==> src/rtl/cpu_run_ctrl.sv <==
// Run controller for a CPU under test: holds it in reset, lets it run,
// then stops on halt, overflow or cycle budget and reports the cause.
module cpu_run_ctrl #(
  parameter int RESET_CYCLES = 10,
  parameter int MAX_CYCLES   = 1000,
  parameter int CNT_WIDTH    = 32,
  parameter int N_OVF        = 1,
  parameter bit STOP_ON_OVF  = 1'b0
) (
  input  logic                 clk,
  input  logic                 reset,
  input  logic [N_OVF-1:0]     ovf,
  input  logic                 halt_req,
  input  logic                 restart,
  output logic                 cpu_reset,
  output logic                 run_en,
  output logic                 done,
  output logic [1:0]           done_cause,
  output logic [CNT_WIDTH-1:0] cycle_count,
  output logic [CNT_WIDTH-1:0] ovf_count,
  output logic                 ovf_seen,
  output logic [3:0]           ovf_first_ch
);

  localparam logic [1:0] S_HOLD = 2'd0;
  localparam logic [1:0] S_RUN  = 2'd1;
  localparam logic [1:0] S_DONE = 2'd2;

  localparam int HW = (RESET_CYCLES > 1) ? $clog2(RESET_CYCLES) : 1;
  localparam logic [HW-1:0] HOLD_LAST = HW'(RESET_CYCLES - 1);
  localparam logic [CNT_WIDTH-1:0] CYC_LAST = CNT_WIDTH'(MAX_CYCLES - 1);

  localparam logic [1:0] C_HALT = 2'b01;
  localparam logic [1:0] C_OVF  = 2'b10;
  localparam logic [1:0] C_TOUT = 2'b11;

  logic [1:0]           state_q, state_d;
  logic [HW-1:0]        hold_q, hold_d;
  logic                 cpu_reset_q, cpu_reset_d;
  logic                 run_en_q, run_en_d;
  logic                 done_q, done_d;
  logic [1:0]           cause_q, cause_d;
  logic [CNT_WIDTH-1:0] cyc_q, cyc_d;
  logic [CNT_WIDTH-1:0] oc_q, oc_d;
  logic                 seen_q, seen_d;
  logic [3:0]           ch_q, ch_d;

  logic                 any_ovf;
  logic [3:0]           low_ch;
  logic                 clr;

  always_comb begin
    any_ovf = |ovf;
    low_ch  = 4'd0;
    // scan downward so the lowest set channel wins
    for (int i = N_OVF - 1; i >= 0; i--) begin
      if (ovf[i]) low_ch = 4'(i);
    end
  end

  always_comb begin
    state_d = state_q;
    hold_d  = hold_q;
    cause_d = cause_q;
    cyc_d   = cyc_q;
    oc_d    = oc_q;
    seen_d  = seen_q;
    ch_d    = ch_q;
    clr     = 1'b0;
    unique case (state_q)
      S_HOLD: begin
        if (restart) begin
          clr = 1'b1;
        end else if (hold_q == HOLD_LAST) begin
          state_d = S_RUN;
        end else begin
          hold_d = hold_q + HW'(1);
        end
      end
      S_RUN: begin
        cyc_d = cyc_q + CNT_WIDTH'(1);
        if (any_ovf) begin
          if (oc_q != '1) oc_d = oc_q + CNT_WIDTH'(1);
          if (!seen_q) begin
            seen_d = 1'b1;
            ch_d   = low_ch;
          end
        end
        if (restart) begin
          state_d = S_HOLD;
          clr     = 1'b1;
        end else if (halt_req) begin
          state_d = S_DONE;
          cause_d = C_HALT;
        end else if (STOP_ON_OVF && any_ovf) begin
          state_d = S_DONE;
          cause_d = C_OVF;
        end else if (cyc_q == CYC_LAST) begin
          state_d = S_DONE;
          cause_d = C_TOUT;
        end
      end
      S_DONE: begin
        if (restart) begin
          state_d = S_HOLD;
          clr     = 1'b1;
        end
      end
      default: begin
        state_d = S_HOLD;
        clr     = 1'b1;
      end
    endcase
    if (clr) begin
      hold_d  = '0;
      cause_d = 2'b00;
      cyc_d   = '0;
      oc_d    = '0;
      seen_d  = 1'b0;
      ch_d    = 4'd0;
    end
    cpu_reset_d = (state_d == S_HOLD);
    run_en_d    = (state_d == S_RUN);
    done_d      = (state_d == S_DONE);
  end

  always_ff @(posedge clk) begin
    if (reset) begin
      state_q     <= S_HOLD;
      hold_q      <= '0;
      cpu_reset_q <= 1'b1;
      run_en_q    <= 1'b0;
      done_q      <= 1'b0;
      cause_q     <= 2'b00;
      cyc_q       <= '0;
      oc_q        <= '0;
      seen_q      <= 1'b0;
      ch_q        <= 4'd0;
    end else begin
      state_q     <= state_d;
      hold_q      <= hold_d;
      cpu_reset_q <= cpu_reset_d;
      run_en_q    <= run_en_d;
      done_q      <= done_d;
      cause_q     <= cause_d;
      cyc_q       <= cyc_d;
      oc_q        <= oc_d;
      seen_q      <= seen_d;
      ch_q        <= ch_d;
    end
  end

  assign cpu_reset    = cpu_reset_q;
  assign run_en       = run_en_q;
  assign done         = done_q;
  assign done_cause   = cause_q;
  assign cycle_count  = cyc_q;
  assign ovf_count    = oc_q;
  assign ovf_seen     = seen_q;
  assign ovf_first_ch = ch_q;

endmodule

==> config.mk <==
export PLATFORM = sky130hd
export DESIGN_NAME = cpu_run_ctrl
export DESIGN_NICKNAME = d
export VERILOG_FILES = /design/src/rtl/cpu_run_ctrl.sv
export SDC_FILE = /design/constraint.sdc
export NUM_CORES = 1
export LEC_CHECK = 0
export ABC_AREA = 1
export CORE_UTILIZATION = 57
export DETAILED_ROUTE_END_ITERATION = 6
export HOLD_SLACK_MARGIN = 0.08
export PLACE_DENSITY = 0.85
export SETUP_SLACK_MARGIN = 0.4
export SLEW_MARGIN = 40
export SYNTH_ARGS = -nofsm -noshare
export SYNTH_HDL_FRONTEND = slang
export SYNTH_SLANG_ARGS = --single-unit
==> constraint.sdc <==
create_clock -name clk -period 5.15 [get_ports clk]
set_input_delay 1.03 -clock clk [delete_from_list [all_inputs] [get_ports clk]]
set_output_delay 1.03 -clock clk [all_outputs]
set_load 0.02 [all_outputs]
==> flow_metrics.tcl <==
set metrics [dict create \
    ant_nets 0 \
    final_cell_mix "nand2_1 (233), nor2_1 (118), dfxtp_1 (76)" \
    timing.rr.start "ovf_count[0]$_SDFFE_PP0P_" \
    finalHoldViolCount 0 \
    fin_tns_setup_ns 0 \
    layout_commonest_cell "nand2_1" \
    first_global_vias 4449 \
    path_class "primary input to flip-flop" \
    start_kind "primary input" \
    cts_root_buf "clkbuf_8" \
    clock_skew_ns 0.00886 \
    fillerInstances 647 \
    fin_area_sq_um 5410 \
    grt_max_degree 45 \
    startpoint "reset" \
    cts_buffers 9 \
    dieArea_sq_um 8150 \
    postRouteWirelength_mm 11.7 \
    seq_area_frac_synth_pct 34.3 \
    syn-cell-area_sq_um 4440 \
    start_util_pct 59.9 \
    place_congestion 0.950 \
    hp-class "flip-flop to flip-flop" \
    maxSlewHeadroom_pct 59.7 \
    maxSlewViolCount 0 \
    ir_worst_vdd_v 0.000119 \
    worstMarginPinSlew_ns 0.604 \
    finalSetupViolCount 0 \
    diodes 0 \
    drive_above_1_share_pct 7.03 \
    yosys_warnings 0 \
    chipHeight_um 90.3 \
    finalNetCount 786 \
    die_w_um 90.3 \
    power_density_nw_per_um2 191 \
    core-area_sq_um 7410 \
    wl_per_cell_um 13.3 \
    areaGrowthSynthToFinish_pct 21.8 \
    cts_resized 0 \
    drc_errors 0 \
    clock-sinks 76 \
    final_core_util_pct 73.0 \
    critPathMaxFanout 44 \
    vias 4642 \
    grt_overflow 0 \
    htreeDepth 3 \
    power.total_w 0.00103 \
    leakage_nw 1.81 \
    numPortBuffers 74 \
    synth_cells 700 \
    setup_ws_ns 2.50 \
    hpwl_mm 8.64 \
    fin_crit_ns 2.65 \
    cp.required_ns 5.40 \
    dpl_cell_area_sq_um 5240 \
    antenna_found_initial 0 \
    pre_cts_slack_ns 2.15 \
    cts_hold_buf 0 \
    path_clk_slew_ns 0.09 \
    groute.usage.overall_pct 29.7 \
    hp-start "done_cause[0]$_SDFFE_PP0P_" \
    end_kind "flip-flop" \
    first_pass_iters 5 \
    rsz0062_at_grt "no" \
    cts_buffer_depth 2 \
    cts_setup_buffers 0 \
    drt_iter0_markers 222 \
    viasPerCell 5.27 \
    finalCritPeriodShare_pct 51.4 \
    ys_seq_elements 76 \
    num_rows 31 \
    synth_cell_types 34 \
    cts_tree "done" \
    status "finished, final reports clean" \
    synthTopCellsByArea "dfxtp_1 (34%), nand2_1 (20%), nor2_1 (10%)" \
    synth_top_cell_by_area "dfxtp_1" \
    insertion_delay_ns 0.35 \
    synth_top_area_share_pct 34.3 \
    grt_pass1_wl_mm 19.8 \
    ioPinCount 79 \
    drv_cap 0 \
    max_freq_mhz 378 \
    avgSynthCellArea_sq_um 6.34 \
    cp.arrival_ns 2.90 \
]
synth_stat cells:
cell	n
dfxtp_1	76
clkbuf_1	6
nor2_2	5
nand2_1	233
xor2_1	13
clkinv_1	2
o211ai_1	1
nand3_1	33
nand3_4	1
buf_4	4
o21bai_1	1
a21oi_1	33
nand2_8	1
nand3b_1	8
nor3_1	11
o21ai_0	22
inv_2	1
conb_1	1
nor2_1	118
nor4_1	2
o21a_1	1
nand3_2	2
and2_1	1
buf_8	2
buf_6	2
a21oi_2	17
inv_1	73
inv_4	1
xnor2_1	7
nand4_1	7
ha_1	4
nor3b_1	2
nand2_2	4
nor2_4	5
power breakdown:
part | switching [W] | total (W) | internal (W)
clock network | 0.000239 | 0.000417 | 0.000177
registers | 0.000000780 | 0.000588 | 0.000588
logic | 0.0000196 | 0.0000276 | 0.00000791
kinds of logic (layout without fill, tap and decap cells):
group | Yosys count | in the layout | synth area share [%]
xor+xnor | 20 | 20 | 3.95
buf+inv | 91 | 170 | 8.93
simple gates | 433 | 433 | 41.6
other cells | 1 | 4 | 0.0845
fa+ha+maj | 4 | 4 | 1.13
compound gates | 75 | 75 | 10.1
flops | 76 | 76 | 34.3
path summary, 6_finish.rpt:
check,to,slack [ns],cells past startpoint
worst min register to register,done_cause[0]$_SDFFE_PP0P_,0.46,2
worst min-delay path,done_cause[0]$_SDFFE_PP0P_,0.46,2
worst max-delay path,cycle_count[13]$_SDFFE_PP0P_,2.50,8
worst max register to register,ovf_count[4]$_SDFFE_PP0P_,3.00,10
registers in the layout, summed over array words and instances (netlist names):
signal	cells
ovf_seen	1
ovf_count	32
done_cause	2
run_en	1
cycle_count	32
state_q	2
done	1
hold_q	4
cpu_reset	1
per-layer routing:
layer / track usage [%] / part of all wire [%] / up-vias
li1: - / - / 2341
met1: 34.8 / 42 / 2072
met2: 54.2 / 50 / 198
met3: 3.87 / 5.8 / 31
met4: 12.5 / 2.9 / 0
met5: 0 / 0 / -
area by class of cell:
class                      instances  area [sq um]  share of cell area (%)
sequential                        76          1520                    28.1
inverter                          77           292                    5.39
multi-input combinational        536          2540                    46.9
clock buffer                      11           131                    2.43
tap                               99           124                    2.29
clock inverter                     5          37.5                   0.694
timing repair buffer              77           763                    14.1
worst max-delay path, stage by stage:
cell,delay (ns)
clkdlybuf4s50_1,0.56
inv_1,0.08
nand3_2,0.07
buf_4,0.50
clkinv_1,0.20
buf_4,0.24
o211ai_1,0.14
inv_1,0.07
through the flow:
step | hold WS [ns] | cells
finish | 0.460 | 881
detailed placement | 0.459 | 865
CTS | 0.470 | 881
global route | 0.489 | 881
floorplan | 0.454 | 703
global placement | 0.440 | 865
(Power assumes the default switching activity.)
